**src/rtl/spi_slave.sv**
```systemverilog
// spi_slave -- SPI mode-0 (CPOL=0, CPHA=0) responder clocked by the system clock.
//
// The external SCLK/SS_n/MOSI pins are oversampled through synchronizer chains.
// Frames are 8-bit (MSbit first) or 32-bit (byte 0 first, each byte MSbit first).
// A one-deep transmit holding register and a receive register with a valid/ack
// handshake face the local bus.
//
// Ports:
//   clk, rst          system clock, asynchronous active-high reset
//   word              frame size (0 = 8-bit, 1 = 32-bit), latched at frame start
//   dataTx, txLoad    transmit data and its one-cycle write strobe
//   txRdy             holding register empty
//   dataRx, rxValid   last received frame and its valid flag
//   rxAck             one-cycle strobe clearing rxValid and overrun
//   overrun           sticky: a frame completed while rxValid was still set
//   SCLK, SS_n, MOSI  asynchronous SPI pins
//   MISO, MISO_oe     serial data out (1 when idle) and its tri-state enable
module spi_slave #(
  parameter int SYNC_STAGES = 2
) (
  input  logic        clk,
  input  logic        rst,
  input  logic        word,
  input  logic [31:0] dataTx,
  input  logic        txLoad,
  output logic        txRdy,
  output logic [31:0] dataRx,
  output logic        rxValid,
  input  logic        rxAck,
  output logic        overrun,
  input  logic        SCLK,
  input  logic        SS_n,
  input  logic        MOSI,
  output logic        MISO,
  output logic        MISO_oe
);

  logic [SYNC_STAGES-1:0] sclk_sync;
  logic [SYNC_STAGES-1:0] ss_sync;
  logic [SYNC_STAGES-1:0] mosi_sync;
  logic                   sclk_q;
  logic                   ss_q;

  logic        sclk_s, ss_s, mosi_s;
  logic        frame_start, frame_abort, in_frame;
  logic        sclk_rise, sclk_fall;
  logic        last_bit, reload;
  logic [31:0] reload_val;
  logic [31:0] rx_word;
  logic [4:0]  idx, bitcnt_nx, idx_nx;

  logic [31:0] hold;
  logic [31:0] txsh;
  logic [31:0] rxsh;
  logic [4:0]  bitcnt;
  logic        word_q;
  logic        miso_r;

  // MOSI goes through the same depth as SCLK so the sampled bit lines up with
  // the detected rising edge. SS_n resets high so the bus looks idle.
  always_ff @(posedge clk or posedge rst) begin
    if (rst) begin
      sclk_sync <= '0;
      ss_sync   <= '1;
      mosi_sync <= '0;
      sclk_q    <= 1'b0;
      ss_q      <= 1'b1;
    end else begin
      sclk_sync <= {sclk_sync[SYNC_STAGES-2:0], SCLK};
      ss_sync   <= {ss_sync[SYNC_STAGES-2:0], SS_n};
      mosi_sync <= {mosi_sync[SYNC_STAGES-2:0], MOSI};
      sclk_q    <= sclk_sync[SYNC_STAGES-1];
      ss_q      <= ss_sync[SYNC_STAGES-1];
    end
  end

  assign sclk_s = sclk_sync[SYNC_STAGES-1];
  assign ss_s   = ss_sync[SYNC_STAGES-1];
  assign mosi_s = mosi_sync[SYNC_STAGES-1];

  assign frame_start = ~ss_s & ss_q;
  assign frame_abort = ss_s & ~ss_q;
  // SCLK edges count only while the slave has been selected for at least one cycle.
  assign in_frame    = ~ss_s & ~ss_q;
  assign sclk_rise   = in_frame & sclk_s & ~sclk_q;
  assign sclk_fall   = in_frame & ~sclk_s & sclk_q;

  // The inverted low bits give MSbit-first order within each byte while the
  // upper bits step through bytes 0..3 in order.
  assign idx       = {bitcnt[4:3], ~bitcnt[2:0]};
  assign bitcnt_nx = bitcnt + 5'd1;
  assign idx_nx    = {bitcnt_nx[4:3], ~bitcnt_nx[2:0]};
  assign last_bit  = word_q ? (bitcnt == 5'd31) : (bitcnt == 5'd7);

  // An empty holding register sends the all-ones underrun fill.
  assign reload     = frame_start | (sclk_fall & last_bit);
  assign reload_val = txRdy ? 32'hFFFF_FFFF : hold;

  always_comb begin
    rx_word      = rxsh;
    rx_word[idx] = mosi_s;
  end

  // Transmit side. A txLoad in the same cycle as a reload lands in the holding
  // register after the old content has moved to the shifter, so it wins txRdy.
  // Bit 0 of a new frame always has index 7, hence reload_val[7] on MISO.
  always_ff @(posedge clk or posedge rst) begin
    if (rst) begin
      hold   <= '1;
      txRdy  <= 1'b1;
      txsh   <= '1;
      bitcnt <= '0;
      word_q <= 1'b0;
      miso_r <= 1'b1;
    end else begin
      if (reload) begin
        txsh  <= reload_val;
        txRdy <= 1'b1;
      end
      if (txLoad) begin
        hold  <= dataTx;
        txRdy <= 1'b0;
      end
      if (frame_start) begin
        word_q <= word;
        bitcnt <= '0;
        miso_r <= reload_val[7];
      end else if (frame_abort) begin
        bitcnt <= '0;
        miso_r <= 1'b1;
      end else if (sclk_fall) begin
        if (last_bit) begin
          bitcnt <= '0;
          miso_r <= reload_val[7];
        end else begin
          bitcnt <= bitcnt_nx;
          miso_r <= txsh[idx_nx];
        end
      end
    end
  end

  // Receive side. An ack coinciding with a commit frees the register in time,
  // so the new frame is taken and overrun stays clear.
  always_ff @(posedge clk or posedge rst) begin
    if (rst) begin
      rxsh    <= '1;
      dataRx  <= '0;
      rxValid <= 1'b0;
      overrun <= 1'b0;
    end else begin
      if (rxAck) begin
        rxValid <= 1'b0;
        overrun <= 1'b0;
      end
      if (sclk_rise) begin
        rxsh <= rx_word;
        if (last_bit) begin
          if (!rxValid || rxAck) begin
            dataRx  <= word_q ? rx_word : {24'b0, rx_word[7:0]};
            rxValid <= 1'b1;
          end else begin
            overrun <= 1'b1;
          end
        end
      end
    end
  end

  assign MISO    = miso_r;
  assign MISO_oe = ~ss_s;

endmodule

```
**config.mk**
```make
export PLATFORM = sky130hd
export DESIGN_NAME = spi_slave
export DESIGN_NICKNAME = d
export VERILOG_FILES = /design/src/rtl/spi_slave.sv
export SDC_FILE = /design/constraint.sdc
export NUM_CORES = 1
export LEC_CHECK = 0
export ABC_AREA = 1
export CORE_MARGIN = 4
export CORE_UTILIZATION = 50
export CTS_CLUSTER_SIZE = 16
export DETAILED_ROUTE_END_ITERATION = 8
export PLACE_DENSITY = 0.75
export SLEW_MARGIN = 20
export SYNTH_ARGS = -nofsm -noshare
export SYNTH_HDL_FRONTEND = slang
export SYNTH_SLANG_ARGS = --single-unit
```
**constraint.sdc**
```tcl
create_clock -name clk -period 4.2 [get_ports clk]
set_input_delay 0.42 -clock clk [delete_from_list [all_inputs] [get_ports clk]]
set_output_delay 0.42 -clock clk [all_outputs]
set_load 0.005 [all_outputs]
```
; ---- After elaboration in Yosys (flattened, before gate mapping)
; Index checks and enable logic that the tools add are counted.
; W data, S select, Z words.
[word_totals]
in_bits = 40
out_inout_bits = 37
ff_bits = 146
elab_cells = 68
[classes]
reduce_logical = 6
add_sub_neg = 1
bitwise = 15
order_cmp = 3
n_eq_ne = 2
mux = 26
[op_table]
columns = operator, n
row1 = $mux W32, 2
row2 = $bwmux W32, 1
row3 = $mux W5, 4
row4 = $mux W1, 17
row5 = $lt A5 B6 Y1 const B, 2
row6 = $and A1 B1 Y1, 8
row7 = $not A3 Y3, 2
row8 = $add A5 B1 Y5 const B, 1
row9 = $bmux W1 S5, 1
row10 = $demux W1 S5, 1
row11 = $eq A5 B3 Y1 const B, 1
row12 = $eq A5 B5 Y1 const B, 1
row13 = $ge A5 B1 Y1 const B, 1
row14 = $not A1 Y1, 4
row15 = $reduce_and A3 Y1, 1
row16 = $reduce_bool A3 Y1, 1
row17 = $reduce_bool A2 Y1, 1
row18 = $logic_and A1 B1 Y1, 1
row19 = $logic_not A1 Y1, 1
row20 = $logic_or A1 B1 Y1, 1
row21 = $or A1 B1 Y1, 1

; ---- Longest topological paths before layout
; Gate-level depths: netlist of run 1.
[depth]
depth_word = 8
mapped_depth = 14
mapped_depth_nobuf = 12

; ---- Worst setup path after synthesis of run 1
; OpenSTA, ideal clock, no wires.
[synth_path]
path_type = register to register
start = register bitcnt[0]
end = register miso_r (netlist: MISO)
t_required_ps = 4121
arrival_time_ps = 2274
path_buffers = 3
path_stages_with_launch = 15
slack_ps = 1847
cell_sequence = dfrtp_1 > buf_2 > clkinv_1 > clkbuf_1 > ha_1 > clkbuf_1 > clkinv_1 > nand3_1 > nand3_1 > nand3_1 > nand3_1 > nand3_1 > nand2_1 > nand2_1 > nand2_1
[synth_via]
elab_chain_cells = 8
[synth_lines]
columns = item, line
row1 = start: declaration, 55  ; logic [4:0] bitcnt;
row2 = start signal: assignment, 136  ; bitcnt <= bitcnt_nx;
row3 = $add A5 B1 Y5, 91  ; assign bitcnt_nx = bitcnt + 5'd1;
row4 = $not A3 Y3, 92  ; assign idx_nx = {bitcnt_nx[4:3], ~bitcnt_nx[2:0]};
row5 = $bmux W1 S5, 137  ; miso_r <= txsh[idx_nx];
row6 = $mux W1 (implied by the code), 137
row7 = $mux W1 *, 132  ; if (last_bit) begin
row8 = $mux W1 *, 131  ; end else if (sclk_fall) begin
row9 = $mux W1 *, 128  ; end else if (frame_abort) begin
row10 = $mux W1 *, 124  ; if (frame_start) begin
row11 = end signal: assignment, 127  ; miso_r <= reload_val[7];
row12 = end signal: assignment, 134  ; miso_r <= reload_val[7];
row13 = end signal: assignment, 137
row14 = end: declaration, 57  ; logic miso_r;
; Every way passes the cells marked *; elsewhere a longest branch is shown, timed or not. The select of a mux whose other input is x is not followed.
; A chain may end at the register's enable or synchronous reset.

; ---- Final worst setup path of run 1
; Same ends and word-level chain as after synthesis.

==> results.ini, run 1 <==
[clock_network]
cts_hold_buffers = 0
cts-root-buf = clkbuf_16
clkSinkCount = 146
cts_tree = built
post_cts_buffers = 0
clock_path_buffers = 2
clk_pin_slew_ns = 0.06
h-tree-depth = 4
clk_latency_ns = 0.42
cts_buffers = 17
cts_resized = 0

[worst_setup_path]
crit_path_start = bitcnt[0]
timing.critical_path.depth = 11
start_kind = register
reg2reg_from = bitcnt[0]
worstRegToRegCells = 11
path_class = register to register
crit_buf_inv = 2
critPathArrivalTime_ns = 3.33
crit_path_max_incr_delay_ns = 0.74
cpMostUsedCell = nand3_1
r2r_slack_ns = 1.22
worst_ep_required_time_ns = 4.55
critPathTopFamily = buffers and inverters
cp-endpoint = MISO
crit_chain = clkinv_1 > ha_1 > clkinv_1 > nand3_1 > nand3_1 > nand3_1 > nand3_1 > nand3_1 > nand2_1 > nand2_1 > nand2_1
critical-path-slowest-cell = dfrtp_1
cp_max_fo = 21
end_kind = register
r2r-end = MISO

[layout]
syn2layout_area_growth_pct = 22.4
instances_no_fill = 1020
antenna_cells = 0
final_common_cell = nand2_1
layout.nets = 882
final_cell_mix = 287 x nand2_1, 101 x dfstp_2, 85 x o21ai_0
drive_gt1_share_pct = 17.2
fill_cells = 1070
utilization_pct = 63.2

[synthesis]
synth_cells = 778
ys_types = 31
syn_avg_cell_area_um2 = 8.47
seq_area_frac_synth_pct = 57.3
synth_area_mm2 = 0.00659
ys_warn_count = 0
ys_ff_latch = 146
syn_nets = 825

[grt]
grt_util_all_layers_pct = 20.2
use_met2_pct = 32.7
grtUsageMet3_pct = 4.42
global_route.usage.met1_pct = 26.5
grt.busiest_layer = met2
grt_pass1_vias = 5116
grt_max_degree = 106
grt_pass1_wl_mm = 24.1
gr-total-overflow = 0
antenna_found_initial = 0

[routing]
drc = 0
drt-initial-drc-count = 416
drtPass1Iterations = 5
vias = 5228
detail_route.wl_per_cell_um = 13.6
ant_nets = 0
routed_wl_mm = 13.9
routed_via_density = 5.13

[timing]
layout_setup_ws_ns = 1.22
final-setup-viol-count = 0
slew_headroom_pct = 34.9
period_needed_ns = 2.98
worstMarginPinSlew_ns = 0.972
rsz0062_at_grt = no
drv_slew = 0
fin_skew_ns = 0.00661
clock.fmax_ghz = 0.335
finalCritPeriodShare_pct = 71.0
hold_viol = 0
fin_tns_setup_ns = 0

[power]
p_leak_nw = 3.57
ir_drop_mv = 0.289
power.density_cell_area_mw_per_mm2 = 478

[outcome]
status = finished clean

[run]
max_cap_viol_count = 0

[min_path]
hold_class = register to register
hold_depth = 0

[floorplanning]
dieWidth_um = 123
start_util_pct = 51.6
num_rows = 41
ios = 77
core-area_mm2 = 0.0128
die_y_um = 123
die_area_mm2 = 0.0151

[place]
dp_cells = 988
globalplace.congestion = 0.930
dp_hpwl_mm = 9.41
pre_cts_ws_ns = 1.29
portBuffers = 76

[power breakdown]
group / total, mW / switching (mW) / internal (mW) / leakage [nW]
combinational: 0.523 / 0.336 / 0.186 / 1.58
clock: 1.67 / 0.554 / 1.11 / 0.326
sequential: 1.67 / 0.0737 / 1.59 / 1.67
total: 3.86 / 0.964 / 2.89 / 3.57
[metal layers]
metal	wire length, um	vias to the layer above
met5	0	-
met4	199	0
met3	662	19
met2	6830	156
met1	6160	2456
li1	-	2597
[worst min path at each step]
stage | startpoint | endpoint | slack (ns)
floorplan | mosi_sync[0] | mosi_sync[1] | 0.33
global placement | mosi_sync[0] | mosi_sync[1] | 0.33
detailed placement | mosi_sync[0] | mosi_sync[1] | 0.34
CTS | mosi_sync[0] | mosi_sync[1] | 0.35
global route | sclk_sync[0] | sclk_sync[1] | 0.36
finish | mosi_sync[0] | mosi_sync[1] | 0.34
[Yosys cell counts]
cell type,number,area [um^2]
o31ai_1,19,143
o211ai_1,1,7.51
a31oi_1,4,25.0
nand2_1,287,1080
nor2_1,36,135
inv_1,59,221
nor3_1,1,5.00
clkbuf_2,1,5.00
dfstp_2,101,2650
o32ai_1,1,8.76
nand3_2,1,10.0
o21ai_1,13,65.1
buf_1,3,11.3
nand2_2,1,6.26
buf_6,4,45.0
inv_2,1,3.75
clkinv_1,4,15.0
clkbuf_1,27,101
nor3_2,2,20.0
buf_4,1,7.51
nand3_1,36,180
o21ai_2,1,8.76
ha_1,7,87.6
xor2_1,1,8.76
dfrtp_1,45,1130
o22ai_1,4,25.0
buf_2,7,35.0
or2_2,1,6.26
o21ai_0,85,425
nor2_2,1,6.26
a21oi_1,23,115
[metrics by stage]
step | area [um^2] | hold slack, ns | total power [mW]
after detailed placement | 7400 | 0.336 | 2.21
after global routing | 8070 | 0.357 | 4.05
after global placement | 7400 | 0.334 | 2.19
after floorplan | 6590 | 0.331 | 2.04
after CTS | 8070 | 0.347 | 3.89
final | 8070 | 0.342 | 3.86
[flip-flops by register name, summed over array words and instances, names as in the netlist]
signal     cells
bitcnt         5
sclk_q         1
ss_sync        2
sclk_sync      2
rxValid        1
overrun        1
mosi_sync      2
txsh          32
MISO           1
word_q         1
dataRx        32
hold          32
ss_q           1
txRdy          1
rxsh          32
[final cells by class]
type	instances	area, um^2	share of cell area (%)
tap	172	215	2.67
clock inverter	10	178	2.20
sequential	146	3780	46.9
multi-input combinational	525	2370	29.3
timing repair buffer	81	798	9.90
inverter	64	245	3.04
clock buffer	22	484	6.00
[logic make-up after synthesis]
logic type,synth area share [%]
simple gates,21.9
fa+ha+maj,1.33
buf+inv,6.76
compound gates,12.5
xor+xnor,0.133
flops,57.3
[worst register-to-register path: stages (launching register included)]
cell and delay [ns]:
dfrtp_1 0.74, clkinv_1 0.58, ha_1 0.66, clkinv_1 0.30
nand3_1 0.15, nand3_1 0.08, nand3_1 0.10, nand3_1 0.08
nand3_1 0.09, nand2_1 0.05, nand2_1 0.05, nand2_1 0.05
No activity file was read; power rests on OpenSTA's default activity.
==> inputs of run 2 (changes only) <==
==> constraint.sdc (replaced) <==
create_clock -name clk -period 2.5 [get_ports clk]
set_input_delay 0.25 -clock clk [delete_from_list [all_inputs] [get_ports clk]]
set_output_delay 0.25 -clock clk [all_outputs]
set_load 0.005 [all_outputs]
==> results.ini, run 2 (same netlist as run 1, synthesis figures left out) <==
[floorplanning]
start_util_pct = 51.6  ; unchanged
core-area_mm2 = 0.0128  ; unchanged
dieWidth_um = 123  ; unchanged
die_y_um = 123  ; unchanged
die_area_mm2 = 0.0151  ; unchanged
num_rows = 41  ; unchanged
ios = 77  ; unchanged

[power]
finalPower_mw = 5.97  ; +55%
swShare_pct = 26.9  ; +1.9 points
ir_drop_mv = 0.402  ; +39%
pwr-share-comb_pct = 15.6  ; +2.0 points
power.density_cell_area_mw_per_mm2 = 745  ; +56%
clkPwrFrac_pct = 37.8  ; -5.4 points
p_leak_nw = 3.56  ; -0.28%
p_switching_mw = 1.60  ; +66%
internal-power_mw = 4.37  ; +51%
seq_power_share_pct = 46.6  ; +3.4 points

[timing]
slew_headroom_pct = 38.7  ; +3.8 points
fin_tns_setup_ns = 0  ; unchanged
final-setup-viol-count = 0  ; unchanged
period_needed_ns = 2.23  ; -0.748 ns
drv_slew = 0  ; unchanged
rsz0062_at_grt = no
finalCritPeriodShare_pct = 89.4  ; +18 points
hold_viol = 0  ; unchanged
worstMarginPinSlew_ns = 0.919  ; -0.0525 ns
whs_ns = 0.245  ; -0.0971 ns
fin_skew_ns = 0.00577  ; -0.000840 ns
clock.fmax_ghz = 0.448  ; +33%
layout_setup_ws_ns = 0.266  ; -0.952 ns

[grt]
gr-total-overflow = 0  ; unchanged
grt_max_degree = 66  ; -38%
antenna_found_initial = 0  ; unchanged
grt_pass1_vias = 5180  ; +1.3%
grt_pass1_wl_mm = 24.0  ; -0.34%
grt_util_all_layers_pct = 20.1  ; -0.14 points

[layout]
final_cell_mix = 287 x nand2_1, 101 x dfstp_2, 85 x o21ai_0
final_common_cell = nand2_1
postLayoutCellArea_mm2 = 0.00802  ; -0.56%
syn2layout_area_growth_pct = 21.7
layout.nets = 891  ; +1.0%
antenna_cells = 0  ; unchanged
drive_gt1_share_pct = 17.6  ; +0.42 points

[place]
pre_cts_ws_ns = 0.284  ; -1.00 ns
globalplace.congestion = 0.826  ; -11%
postPlaceCellArea_mm2 = 0.00750  ; +1.2%
dp_hpwl_mm = 9.56  ; +1.5%
portBuffers = 76  ; unchanged

[worst_setup_path]
path_class = register to register
cp_max_fo = 65  ; +210%
start_kind = register
crit_chain = ha_1 > nand2_1 > nor3_2 > inv_2 > o21ai_2 > buf_4 > o21ai_0 > o21ai_0
reg2reg_from = bitcnt[0]
timing.critical_path.depth = 8  ; -3
r2r_slack_ns = 0.27  ; -0.95 ns
r2r-end = txsh[29]
end_kind = register
critPathArrivalTime_ns = 2.56  ; -0.77 ns
crit_path_max_incr_delay_ns = 0.46  ; -0.28 ns
crit_buf_inv = 2  ; unchanged
worstRegToRegCells = 8  ; -3
critical-path-slowest-cell = dfrtp_1
worst_ep_required_time_ns = 2.83  ; -1.72 ns
critPathTopFamily = buffers and inverters
cpMostUsedCell = o21ai_0

[clock_network]
h-tree-depth = 4  ; unchanged
cts-root-buf = clkbuf_16
clkSinkCount = 146  ; unchanged
clock_path_buffers = 2  ; unchanged
cts_resized = 0  ; unchanged
clk_pin_slew_ns = 0.06  ; about the same
clk_latency_ns = 0.42  ; about the same
post_cts_buffers = 0  ; unchanged
cts_tree = built
cts_buffers = 17  ; unchanged
cts_hold_buffers = 0  ; unchanged

[min_path]
hold_depth = 1  ; +1
hold_path_end = ss_sync[0]
hold_class = input pin to register
hold_start = SS_n

[routing]
ant_nets = 0  ; unchanged
drtPass1Iterations = 5  ; unchanged
detail_route.wl_per_cell_um = 13.5  ; -0.62%
drt-initial-drc-count = 381  ; -8.4%
routed_via_density = 5.10  ; -0.55%
vias = 5240  ; +0.23%
routed_wl_mm = 13.9  ; +0.16%
drc = 0  ; unchanged

[outcome]
status = finished clean

[run]
max_cap_viol_count = 0  ; unchanged

[run 2: changes by cell type in the layout (fill, tap and decap cells not counted), sizes merged]
cell,before,now
clkinv,8,10
buf,5,14
bufinv,5,0
inv,60,59
clkbuf,22,25
[run 2: metrics by stage]
step	utilization (%)	instances
2_1_floorplan	-	778
3_3_place_gp	58.7	997
3_5_place_dp	58.7	997
4_1_cts	62.8	1028
5_1_grt	62.8	1028
6_report	62.8	1028
[run 2: how the worst max path moves through the flow]
stage               from       end
2_1_floorplan  bitcnt[0]      MISO
3_3_place_gp   bitcnt[0]   txsh[5]
3_5_place_dp   bitcnt[0]  txsh[10]
4_1_cts        bitcnt[0]  txsh[29]
5_1_grt        bitcnt[0]   txsh[3]
6_report       bitcnt[0]  txsh[29]
[run 2: area by class of cell]
| cell class | instances | area, um^2 |
|---|---|---|
| Multi-Input combinational cell | 525 | 2370 |
| Clock buffer | 25 | 495 |
| Fill cell | 1066 | 4750 |
| Timing Repair Buffer | 90 | 891 |
| Sequential cell | 146 | 3780 |
| Clock inverter | 6 | 30.0 |
| Inverter | 64 | 244 |
| Tap cell | 172 | 215 |
[run 2: power by group through the flow]
stage | registers, mW | logic (mW) | clock network, mW
2_1_floorplan | 2.77 | 0.663 | 0
3_5_place_dp | 2.82 | 0.926 | 0
4_1_cts | 2.78 | 0.935 | 2.30
5_1_grt | 2.81 | 1.06 | 2.43
6_report | 2.78 | 0.929 | 2.26
3_3_place_gp | 2.81 | 0.898 | 0
[run 2: worst register-to-register path: stages (launching register included)]
cell and delay [ns]:
dfrtp_1 0.46, ha_1 0.21, nand2_1 0.10, nor3_2 0.36, inv_2 0.12, o21ai_2 0.12, buf_4 0.42, o21ai_0 0.21
o21ai_0 0.14
[run 2: routing by layer]
layer / vias up / part of all wire [%] / global-route usage [%]
met3: 27 / 4.8 / 5.39
li1: 2608 / - / -
met2: 133 / 48 / 31.4
met4: 0 / 2.4 / 8.96
met5: - / 0 / 0
met1: 2472 / 45 / 26.3
